===== config.mk =====
export PLATFORM = sky130hd
export DESIGN_NAME = dut_vector_sequencer_flat
export DESIGN_NICKNAME = d
export VERILOG_FILES = /design/src/rtl/dut_vector_sequencer_if.sv /design/src/rtl/dut_vector_sequencer.sv /design/src/flat_wrapper.sv
export SDC_FILE = /design/constraint.sdc
export NUM_CORES = 1
export LEC_CHECK = 0
export CAP_MARGIN = 10
export CORE_MARGIN = 10
export CORE_UTILIZATION = 41
export DETAILED_ROUTE_END_ITERATION = 8
export PLACE_DENSITY = 0.86
export SETUP_SLACK_MARGIN = 0.15
export SLEW_MARGIN = 40
export SYNTH_ARGS = -nofsm -noshare
export SYNTH_HDL_FRONTEND = slang
export SYNTH_SLANG_ARGS = --single-unit
export TNS_END_PERCENT = 50

===== constraint.sdc =====
create_clock -name ACLK -period 6.1 [get_ports ACLK]
set_input_delay 1.22 -clock ACLK [delete_from_list [all_inputs] [get_ports ACLK]]
set_output_delay 1.22 -clock ACLK [all_outputs]
set_load 0.01 [all_outputs]

===== src/rtl/dut_vector_sequencer_if.sv =====
// Memory-side bus of the vector sequencer: vector/expected read port and
// result write port. The sequencer is the master; the memories are the slave.
interface dut_vector_sequencer_if #(
    parameter int BUS_WIDTH  = 32,
    parameter int ADDR_WIDTH = 8
);
    logic [ADDR_WIDTH-1:0] vec_raddr;
    logic [BUS_WIDTH-1:0]  vec_rdata;
    logic [BUS_WIDTH-1:0]  exp_rdata;
    logic                  res_we;
    logic [ADDR_WIDTH-1:0] res_waddr;
    logic [BUS_WIDTH-1:0]  res_wdata;

    modport master (
        output vec_raddr,
        input  vec_rdata,
        input  exp_rdata,
        output res_we,
        output res_waddr,
        output res_wdata
    );

    modport slave (
        input  vec_raddr,
        output vec_rdata,
        output exp_rdata,
        input  res_we,
        input  res_waddr,
        input  res_wdata
    );
endinterface


===== src/rtl/dut_vector_sequencer.sv =====
// Tester vector sequencer: fetches vectors from memory, drives them onto the
// pads, waits a programmable settle time, samples the pads and writes the
// sampled values to result memory. Per-vector period is settle_cycles+3.
// Optional compare logic is enabled by defining DUT_VECTOR_COMPARE_EN; when
// undefined, the mismatch outputs are tied to zero and exp_rdata is ignored.
module dut_vector_sequencer #(
    parameter int  BUS_WIDTH    = 32,
    parameter int  DEPTH        = 256,
    parameter int  SETTLE_WIDTH = 8,
    localparam int ADDR_WIDTH   = $clog2(DEPTH)
) (
    input  logic                    ACLK,
    input  logic                    ARESET,
    input  logic                    go,
    input  logic [BUS_WIDTH-1:0]    dir_mask,
    input  logic [ADDR_WIDTH:0]     burst_len,
    input  logic [SETTLE_WIDTH-1:0] settle_cycles,
    dut_vector_sequencer_if.master  mem,
    output logic [BUS_WIDTH-1:0]    pad_o,
    output logic [BUS_WIDTH-1:0]    pad_oe,
    input  logic [BUS_WIDTH-1:0]    pad_i,
    output logic                    busy,
    output logic                    done,
    output logic [15:0]             mismatch_cnt,
    output logic [ADDR_WIDTH-1:0]   first_fail_idx,
    output logic                    first_fail_valid
);

    localparam logic [ADDR_WIDTH:0] DEPTH_LEN = (ADDR_WIDTH+1)'(DEPTH);

    typedef enum logic [2:0] {
        IDLE,
        FETCH,
        LOAD,
        SETTLE,
        SAMPLE,
        DONE
    } state_t;

    state_t                  state;
    state_t                  state_next;
    logic [BUS_WIDTH-1:0]    mask_q;
    logic [SETTLE_WIDTH-1:0] settle_q;
    logic [SETTLE_WIDTH-1:0] settle_cnt;
    logic [ADDR_WIDTH:0]     burst_q;
    logic [ADDR_WIDTH:0]     burst_clamped;
    logic [ADDR_WIDTH-1:0]   idx;
    logic                    last_vec;

    assign burst_clamped = (burst_len > DEPTH_LEN) ? DEPTH_LEN : burst_len;
    assign last_vec      = ({1'b0, idx} == (burst_q - 1'b1));
    assign mem.vec_raddr = idx;
    assign mem.res_waddr = idx;

    // State register; reset always returns the sequencer to IDLE.
    always_ff @(posedge ACLK) begin
        if (ARESET) begin
            state <= IDLE;
        end else begin
            state <= state_next;
        end
    end

    // Next-state and per-state outputs; dropping go in any busy state aborts.
    always_comb begin
        state_next    = state;
        busy          = 1'b0;
        done          = 1'b0;
        pad_oe        = '0;
        mem.res_we    = 1'b0;
        mem.res_wdata = '0;
        case (state)
            IDLE: begin
                if (go) begin
                    state_next = (burst_clamped == '0) ? DONE : FETCH;
                end
            end
            FETCH: begin
                busy       = 1'b1;
                pad_oe     = (idx != '0) ? mask_q : '0;
                state_next = LOAD;
            end
            LOAD: begin
                busy       = 1'b1;
                pad_oe     = mask_q;
                state_next = (settle_q == '0) ? SAMPLE : SETTLE;
            end
            SETTLE: begin
                busy   = 1'b1;
                pad_oe = mask_q;
                if (settle_cnt == SETTLE_WIDTH'(1)) begin
                    state_next = SAMPLE;
                end
            end
            SAMPLE: begin
                busy          = 1'b1;
                pad_oe        = mask_q;
                mem.res_we    = go;
                mem.res_wdata = pad_i;
                state_next    = last_vec ? DONE : FETCH;
            end
            DONE: begin
                done = 1'b1;
                if (!go) begin
                    state_next = IDLE;
                end
            end
            default: state_next = IDLE;
        endcase
        if (busy && !go) begin
            state_next = IDLE;
        end
    end

    // Run settings are latched at start; vector index, drive data and settle timer.
    always_ff @(posedge ACLK) begin
        if (ARESET) begin
            mask_q     <= '0;
            settle_q   <= '0;
            burst_q    <= '0;
            idx        <= '0;
            settle_cnt <= '0;
            pad_o      <= '0;
        end else begin
            case (state)
                IDLE: begin
                    if (go) begin
                        mask_q   <= dir_mask;
                        settle_q <= settle_cycles;
                        burst_q  <= burst_clamped;
                        idx      <= '0;
                    end
                end
                LOAD: begin
                    pad_o      <= mem.vec_rdata;
                    settle_cnt <= settle_q;
                end
                SETTLE: begin
                    settle_cnt <= settle_cnt - 1'b1;
                end
                SAMPLE: begin
                    if (go && !last_vec) begin
                        idx <= idx + 1'b1;
                    end
                end
                default: ;
            endcase
        end
    end

`ifdef DUT_VECTOR_COMPARE_EN
    logic [BUS_WIDTH-1:0] exp_q;
    logic                 fail_now;

    assign fail_now = ((pad_i ^ exp_q) & ~mask_q) != '0;

    // Expected data is captured with the vector; sampled-pin differences are counted.
    always_ff @(posedge ACLK) begin
        if (ARESET) begin
            exp_q            <= '0;
            mismatch_cnt     <= '0;
            first_fail_idx   <= '0;
            first_fail_valid <= 1'b0;
        end else begin
            if (state == IDLE && go) begin
                mismatch_cnt     <= '0;
                first_fail_idx   <= '0;
                first_fail_valid <= 1'b0;
            end
            if (state == LOAD) begin
                exp_q <= mem.exp_rdata;
            end
            if (mem.res_we && fail_now) begin
                if (mismatch_cnt != 16'hFFFF) begin
                    mismatch_cnt <= mismatch_cnt + 1'b1;
                end
                if (!first_fail_valid) begin
                    first_fail_idx   <= idx;
                    first_fail_valid <= 1'b1;
                end
            end
        end
    end
`else
    logic [BUS_WIDTH-1:0] unused_exp;

    assign unused_exp       = mem.exp_rdata;
    assign mismatch_cnt     = '0;
    assign first_fail_idx   = '0;
    assign first_fail_valid = 1'b0;
`endif

endmodule

===== src/flat_wrapper.sv =====
// flat-port wrapper written by rule: the top's interface ports become plain ports
module dut_vector_sequencer_flat 
#(
    parameter int  BUS_WIDTH    = 32,
    parameter int  DEPTH        = 256,
    parameter int  SETTLE_WIDTH = 8,
    localparam int ADDR_WIDTH   = $clog2(DEPTH)
)
  (ACLK, ARESET, go, dir_mask, burst_len, settle_cycles, pad_o, pad_oe, pad_i, busy, done, mismatch_cnt, first_fail_idx, first_fail_valid, mem_vec_raddr, mem_vec_rdata, mem_exp_rdata, mem_res_we, mem_res_waddr, mem_res_wdata);
  dut_vector_sequencer_if #(.BUS_WIDTH(BUS_WIDTH)) mem_i ();
  input  logic ACLK;
  input  logic ARESET;
  input  logic go;
  input  logic [BUS_WIDTH-1:0] dir_mask;
  input  logic [ADDR_WIDTH:0] burst_len;
  input  logic [SETTLE_WIDTH-1:0] settle_cycles;
  output logic [BUS_WIDTH-1:0] pad_o;
  output logic [BUS_WIDTH-1:0] pad_oe;
  input  logic [BUS_WIDTH-1:0] pad_i;
  output logic busy;
  output logic done;
  output logic [15:0] mismatch_cnt;
  output logic [ADDR_WIDTH-1:0] first_fail_idx;
  output logic first_fail_valid;
  output wire logic [$bits(mem_i.vec_raddr)-1:0] mem_vec_raddr;
  input wire logic [$bits(mem_i.vec_rdata)-1:0] mem_vec_rdata;
  input wire logic [$bits(mem_i.exp_rdata)-1:0] mem_exp_rdata;
  output wire logic [$bits(mem_i.res_we)-1:0] mem_res_we;
  output wire logic [$bits(mem_i.res_waddr)-1:0] mem_res_waddr;
  output wire logic [$bits(mem_i.res_wdata)-1:0] mem_res_wdata;
  assign mem_vec_raddr = mem_i.vec_raddr;
  assign mem_i.vec_rdata = mem_vec_rdata;
  assign mem_i.exp_rdata = mem_exp_rdata;
  assign mem_res_we = mem_i.res_we;
  assign mem_res_waddr = mem_i.res_waddr;
  assign mem_res_wdata = mem_i.res_wdata;
  dut_vector_sequencer #(.BUS_WIDTH(BUS_WIDTH), .DEPTH(DEPTH), .SETTLE_WIDTH(SETTLE_WIDTH)) u_core (.ACLK(ACLK), .ARESET(ARESET), .go(go), .dir_mask(dir_mask), .burst_len(burst_len), .settle_cycles(settle_cycles), .mem(mem_i), .pad_o(pad_o), .pad_oe(pad_oe), .pad_i(pad_i), .busy(busy), .done(done), .mismatch_cnt(mismatch_cnt), .first_fail_idx(first_fail_idx), .first_fail_valid(first_fail_valid));
endmodule

Yosys cells after proc, flatten, opt, wreduce, memory -nomap -nowiden
Index checks and enable logic that the tools add are counted.

Add/sub/neg operators: 3. $mul: 0. Divide/modulo/power cells: 0. Order comparisons: 1. Eq/ne operators: 11. Shift operators: 0. Multiplexer cells: 18. Bitwise operators: 0. Reductions and logical operators: 16.

Operators by type and width (number): $mux W32 (2); $pmux W32 S2 (1); $pmux W8 S2 (2); $mux W3 (6); $pmux W3 S6 (1); $mux W8 (2); $eq A8 B9 Y1 (1); $gt A9 B9 Y1 const B (1); $logic_not A9 Y1 (1); $mux W9 (1); $sub A9 B1 Y9 const B (1); $add A8 B1 Y8 const B (1); $eq A8 B1 Y1 const B (1); $logic_not A8 Y1 (1); $reduce_bool A8 Y1 (1); $sub A8 B1 Y8 const B (1); $eq A3 B2 Y1 const B (2); $eq A3 B3 Y1 const B (2); $reduce_and A3 Y1 (2); $ne A2 B1 Y1 const B (2); $ne A2 B2 Y1 const B (2); $reduce_bool A2 Y1 (2); $reduce_or A4 Y1 (1); $eq A3 B1 Y1 const B (1); other kinds (7) (11).

Flip-flop bits (word level): 100. Bits in latches: 0. Bits in writable memories: 0. ROM bits: 0. Output and inout bits: 140. Memories: 0.

Logic depth before layout (Yosys ltp)
Depth after elaboration: 6. Depth in mapped cells: 10.

Least setup slack after synthesis
No wires, ideal clock.

Kind: reg-to-output. Start: register u_core.idx[0], in the netlist u_core.mem.res_waddr[0]. End: output port pad_oe[0]. Arrival: 1.972 ns. Data required time: 4.880 ns. Slack: 2.908 ns. Stages on the path, launching flop included: 9. Path buffers: 1. Cell sequence: dfxtp_1 > inv_1 > ha_1 > or4b_1 > o41ai_1 > a21oi_1 > nor2_1 > clkbuf_1 > nor2b_1.

Cells in the longest elaborated chain, start to end: 3.

RTL lines: from (decl) (line dut_vector_sequencer.sv:47) `logic [ADDR_WIDTH-1:0] idx;`; from (signal assigned) (line dut_vector_sequencer.sv:143) `idx <= idx + 1'b1;`; $reduce_bool A8 Y1 (line dut_vector_sequencer.sv:80) `pad_oe = (idx != '0) ? mask_q : '0;`; $mux W32 (line dut_vector_sequencer.sv:80); $pmux W32 S2 (line dut_vector_sequencer.sv:72) `case (state)`; to (decl) (line flat_wrapper.sv:18) `output logic [BUS_WIDTH-1:0] pad_oe;`.

Every way passes these cells.

Final worst setup path
Start: register u_core.idx[0], in the netlist u_core.mem.res_waddr[0]. End: output port pad_oe[27].

Same word-level chain as after synthesis.

==> impl_summary.txt <==
----------------------------------------------------
[Outcome]
  Status ... finished clean

[Worst setup path]
  Worst Setup Path Type ... reg -> out
  Required arrival time at the worst endpoint ... about 5 ns
  Startpoint of the worst register-to-register path ... u_core.burst_q[0]
  Capture point of the worst path ... pad_oe[27]
  Maximum fanout encountered on the critical timing path ... 32
  Beginning of the critical path ... u_core.mem.res_waddr[0]
  Arrival time of the worst setup path ... around 2.9 ns
  Endpoint kind of the worst setup timing path ... output pin
  Type of origin of the critical path ... flop
  Worst reg-to-reg path cell count ... 8
  R2R Path End ... u_core.mem.res_waddr[2]
  Slack of the worst reg-to-reg path ... between 3 and 4 ns

[Floorplanning]
  Total core area ... roughly 12,000 um2
  Die area ... between 15,000 and 20,000 um2
  Top-Level Pins ... approximately 290
  Standard-cell rows ... 40
  Initial Utilization ... 0.420
  Die extent in y ... roughly 130 um
  Die outline width ... roughly 130 um

[Logic synthesis]
  Most numerous cell in the Yosys netlist ... sky130_fd_sc_hd__nand2_1
  Post-synthesis async set-or-reset flop share ... 0
  Syn Area/Cell ... about 7.6 um2
  Dominant cells by area after synthesis ... sky130_fd_sc_hd__dfxtp_1 (39%), sky130_fd_sc_hd__nand2_1 (13%), sky130_fd_sc_hd__a21oi_1 (8.5%)
  Number of synthesis warnings ... 0
  Mapped cell area ... approximately 5100 um2
  Leading area contributor after synthesis ... sky130_fd_sc_hd__dfxtp_1
  Share of the yosys chip area belonging to registers ... 0.395
  Most common library cells after synthesis ... sky130_fd_sc_hd__nand2_1 (176), sky130_fd_sc_hd__dfxtp_1 (100), sky130_fd_sc_hd__a21oi_1 (86)
  Number of library cell types mapped by synthesis ... 54
  Most used DFF post-synth ... sky130_fd_sc_hd__dfxtp_1
  Post-synth top area share ... 0.395
  Flops & latches, synth ... 100
  Gate count after technology mapping ... 665
  Number of enable flip-flop cells after synthesis ... 0

[Clock network]
  TritonCTS sink count ... 100
  CTS H-Tree Depth ... 3
  Setup fix buffers added after clock tree synthesis ... 0
  Clock tree root driver cell ... sky130_fd_sc_hd__clkbuf_16
  Hold Buf Count CTS ... 0
  Later-pin clock latency in the skew report ... 0.34 ns
  Clock Tree Buf Depth ... 2
  Number of CTS-inserted buffers ... 9
  Number of instances resized during post-cts repair ... 0
  TritonCTS clock tree ... yes
  Clock-pin slew on the worst setup and hold paths ... ~0.070 ns

[Timing]
  Setup violators final ... 0
  Final critical-path setup slack ... ~2 ns
  Final critical delay including setup and external delays ... between 4 and 5 ns
  Final setup skew ... between 0.007 and 0.008 ns
  Final Cycle Share ... 0.674
  RSZ-0062 raised after global routing ... no
  Slew headroom ... 0.521
  Actual transition at the worst max-transition pin ... 0.714 ns
  Maximum clock frequency ... between 200 and 250 MHz
  Max Transition Viols Final ... 0
  Fin. Hold Viols ... 0
  Setup TNS ... 0 ns

[Power and ir drop]
  Areal power density over the cells ... about 250 nW/um2
  Share of power burned in registers ... 0.399
  Reported leakage power ... between 2 and 3 nW
  VDD IR-drop max ... approximately 0.00016 V
  Cell-internal power ... approximately 1.3 mW
  Switching portion of total power ... 0.307
  Power share of the combinational group ... 0.272
  Switching power of the nets ... about 0.59 mW
  Clk network pwr share ... 0.329

[Hold path]
  Tightest Hold Check Type ... reg -> reg
  Worst Hold Launch ... u_core.mask_q[26]

[Finish]
  Antenna diode count ... 0
  Non-filler instance count after layout ... approximately 1,000
  Final #Nets ... 1,011
  Layout area overhead ... 50.8%
  Core Util, Final ... 0.634
  Ratio of cells with drive above 1 in the final layout ... 0.0545
  Design Area, Final ... between 7000 and 8000 um2

[Place]
  Worst slack after detailed placement ... about 2.1 ns
  Port buffer count ... 230
  Post-Place Cells ... roughly 1,000
  RePlAce Congestion ... ~0.81
  Placed wire-length estimate after detailed placement ... 12,400 um
  Post-DP Area ... approximately 7300 um2

[Detailed routing]
  Number of vias per cell ... 5.01
  Number of detailed-routing iterations run before antenna repair ... 5
  Total wirelength of the detailed-routed design ... roughly 16,000 um
  Wire per inst ... between 15 and 20 um
  Remaining design rule violation count ... 0
  Final ANT Viol Nets ... 0
  Via count ... roughly 5,200
  DRC violation total after the first TritonRoute iteration ... 339

[Global route]
  Number of global-route vias before repair ... about 5,000
  Global-route wire length before repair ... 26,500 um
  Maximum number of pins on one net before global-route repair ... a little over 60
  Number of antenna violations at the first check in global routing ... 0
  Remaining global-route overflow ... 0
  Overall fraction of global-route tracks in use ... 0.184

[Run]
  Max-cap violation count ... 0

----------------------------------------------------
cell families (layout without fill, tap and decap cells):
logic type	after synthesis	count (layout)	synth area share
buf+inv	90	264	0.0930
mux	13	13	0.0262
fa+ha+maj	5	5	0.0123
simple gates	318	318	0.295
other cells	1	25	0.000739
flops	100	100	0.395
compound gates	130	130	0.164
xor+xnor	8	8	0.0138
per-stage QoR:
step | hold WS, ns | power, mW
floorplan | 0.432 | 1.09
global placement | 0.437 | 1.30
detailed placement | 0.442 | 1.31
CTS | 0.451 | 1.94
global route | 0.470 | 2.04
finish | 0.449 | 1.92
worst min path at each step:
| stage | depth (start not counted) | to | slack, ns |
|---|---|---|---|
| 3_3_place_gp | 2 | u_core.mask_q[9] | 0.44 |
| 4_1_cts | 2 | u_core.mask_q[28] | 0.45 |
| 3_5_place_dp | 2 | u_core.mask_q[28] | 0.44 |
| 6_report | 2 | u_core.mask_q[26] | 0.45 |
| 5_1_grt | 2 | u_core.mask_q[21] | 0.47 |
| 2_1_floorplan | 2 | u_core.mask_q[0] | 0.43 |
layout make-up:
class	instances	area, um2
well taps	168	210
multi-input cells	499	2710
fillers	1082	4410
flip-flops and latches	100	2000
inverters	10	37.5
clock inverters	6	95.1
repair buffers	238	2360
clock buffers	10	239
state kept, by name, indices dropped and copies added, names as in the netlist:
register / count
u_core.mem.res_waddr: 8
u_core.mask_q: 32
u_core.settle_cnt: 8
u_core.pad_o: 32
u_core.state: 3
u_core.burst_q: 9
u_core.settle_q: 8
worst max-delay path: stages (launching register included):
cell and delay [ns]:
sky130_fd_sc_hd__dfxtp_1 0.42, sky130_fd_sc_hd__inv_1 0.12, sky130_fd_sc_hd__ha_1 0.13, sky130_fd_sc_hd__or4b_1 0.43
sky130_fd_sc_hd__o41ai_1 0.26, sky130_fd_sc_hd__a21oi_1 0.13, sky130_fd_sc_hd__nor2_2 0.11, sky130_fd_sc_hd__buf_4 0.32
sky130_fd_sc_hd__nor2b_1 0.12, sky130_fd_sc_hd__clkdlybuf4s50_1 0.50
layout by cell type, fill, tap and decap left out, types with 2 or more instances in the layout:
cell / Yosys / routed
sky130_fd_sc_hd__nand2_1: 176 / 176
sky130_fd_sc_hd__nor3b_1: 3 / 3
sky130_fd_sc_hd__buf_4: 33 / 8
sky130_fd_sc_hd__a21oi_1: 86 / 86
sky130_fd_sc_hd__nand3_1: 9 / 8
sky130_fd_sc_hd__a2111oi_0: 3 / 3
sky130_fd_sc_hd__nor3_1: 7 / 7
sky130_fd_sc_hd__nand3b_1: 2 / 2
sky130_fd_sc_hd__inv_2: 2 / 2
sky130_fd_sc_hd__o21ai_0: 5 / 5
sky130_fd_sc_hd__a22o_1: 6 / 6
sky130_fd_sc_hd__clkbuf_16: 0 / 9
sky130_fd_sc_hd__nor2_1: 23 / 19
sky130_fd_sc_hd__and3_1: 34 / 34
sky130_fd_sc_hd__nor2b_1: 34 / 34
sky130_fd_sc_hd__or4_1: 2 / 2
sky130_fd_sc_hd__a211oi_1: 2 / 2
sky130_fd_sc_hd__nand4_1: 7 / 7
sky130_fd_sc_hd__clkinvlp_4: 0 / 2
sky130_fd_sc_hd__or3_1: 8 / 8
sky130_fd_sc_hd__nor2_2: 2 / 5
sky130_fd_sc_hd__mux2i_1: 11 / 11
sky130_fd_sc_hd__conb_1: 1 / 25
sky130_fd_sc_hd__dfxtp_1: 100 / 100
sky130_fd_sc_hd__nor4_1: 5 / 5
sky130_fd_sc_hd__o211ai_1: 4 / 4
sky130_fd_sc_hd__ha_1: 5 / 5
sky130_fd_sc_hd__a21o_1: 2 / 2
sky130_fd_sc_hd__a2111oi_2: 3 / 3
sky130_fd_sc_hd__xnor2_1: 3 / 3
sky130_fd_sc_hd__xor2_1: 5 / 5
sky130_fd_sc_hd__a22oi_1: 4 / 4
sky130_fd_sc_hd__bufinv_16: 0 / 2
sky130_fd_sc_hd__inv_1: 8 / 8
sky130_fd_sc_hd__o21ai_1: 2 / 2
sky130_fd_sc_hd__mux2_2: 2 / 2
sky130_fd_sc_hd__a211oi_2: 2 / 2
sky130_fd_sc_hd__clkdlybuf4s50_1: 0 / 229
per-layer routing:
layer  up-vias  share of wire  global-route usage  wire [um]
met1      2371           0.39               0.203       6440
met2       202           0.49               0.314       8090
met3        11           0.11              0.0789       1830
met5         -              0                   0          0
met4         0         0.0086              0.0481        142
li1       2580              -                   -          -
power by group through the flow:
stage               logic (mW)  clock network (mW)  registers (mW)
floorplan                0.317                   0           0.773
finish                   0.524               0.633           0.767
detailed placement       0.526                   0           0.782
CTS                      0.530               0.647           0.767
global placement         0.519                   0           0.779
global route             0.582               0.679           0.777
(Power assumes the default switching activity.)
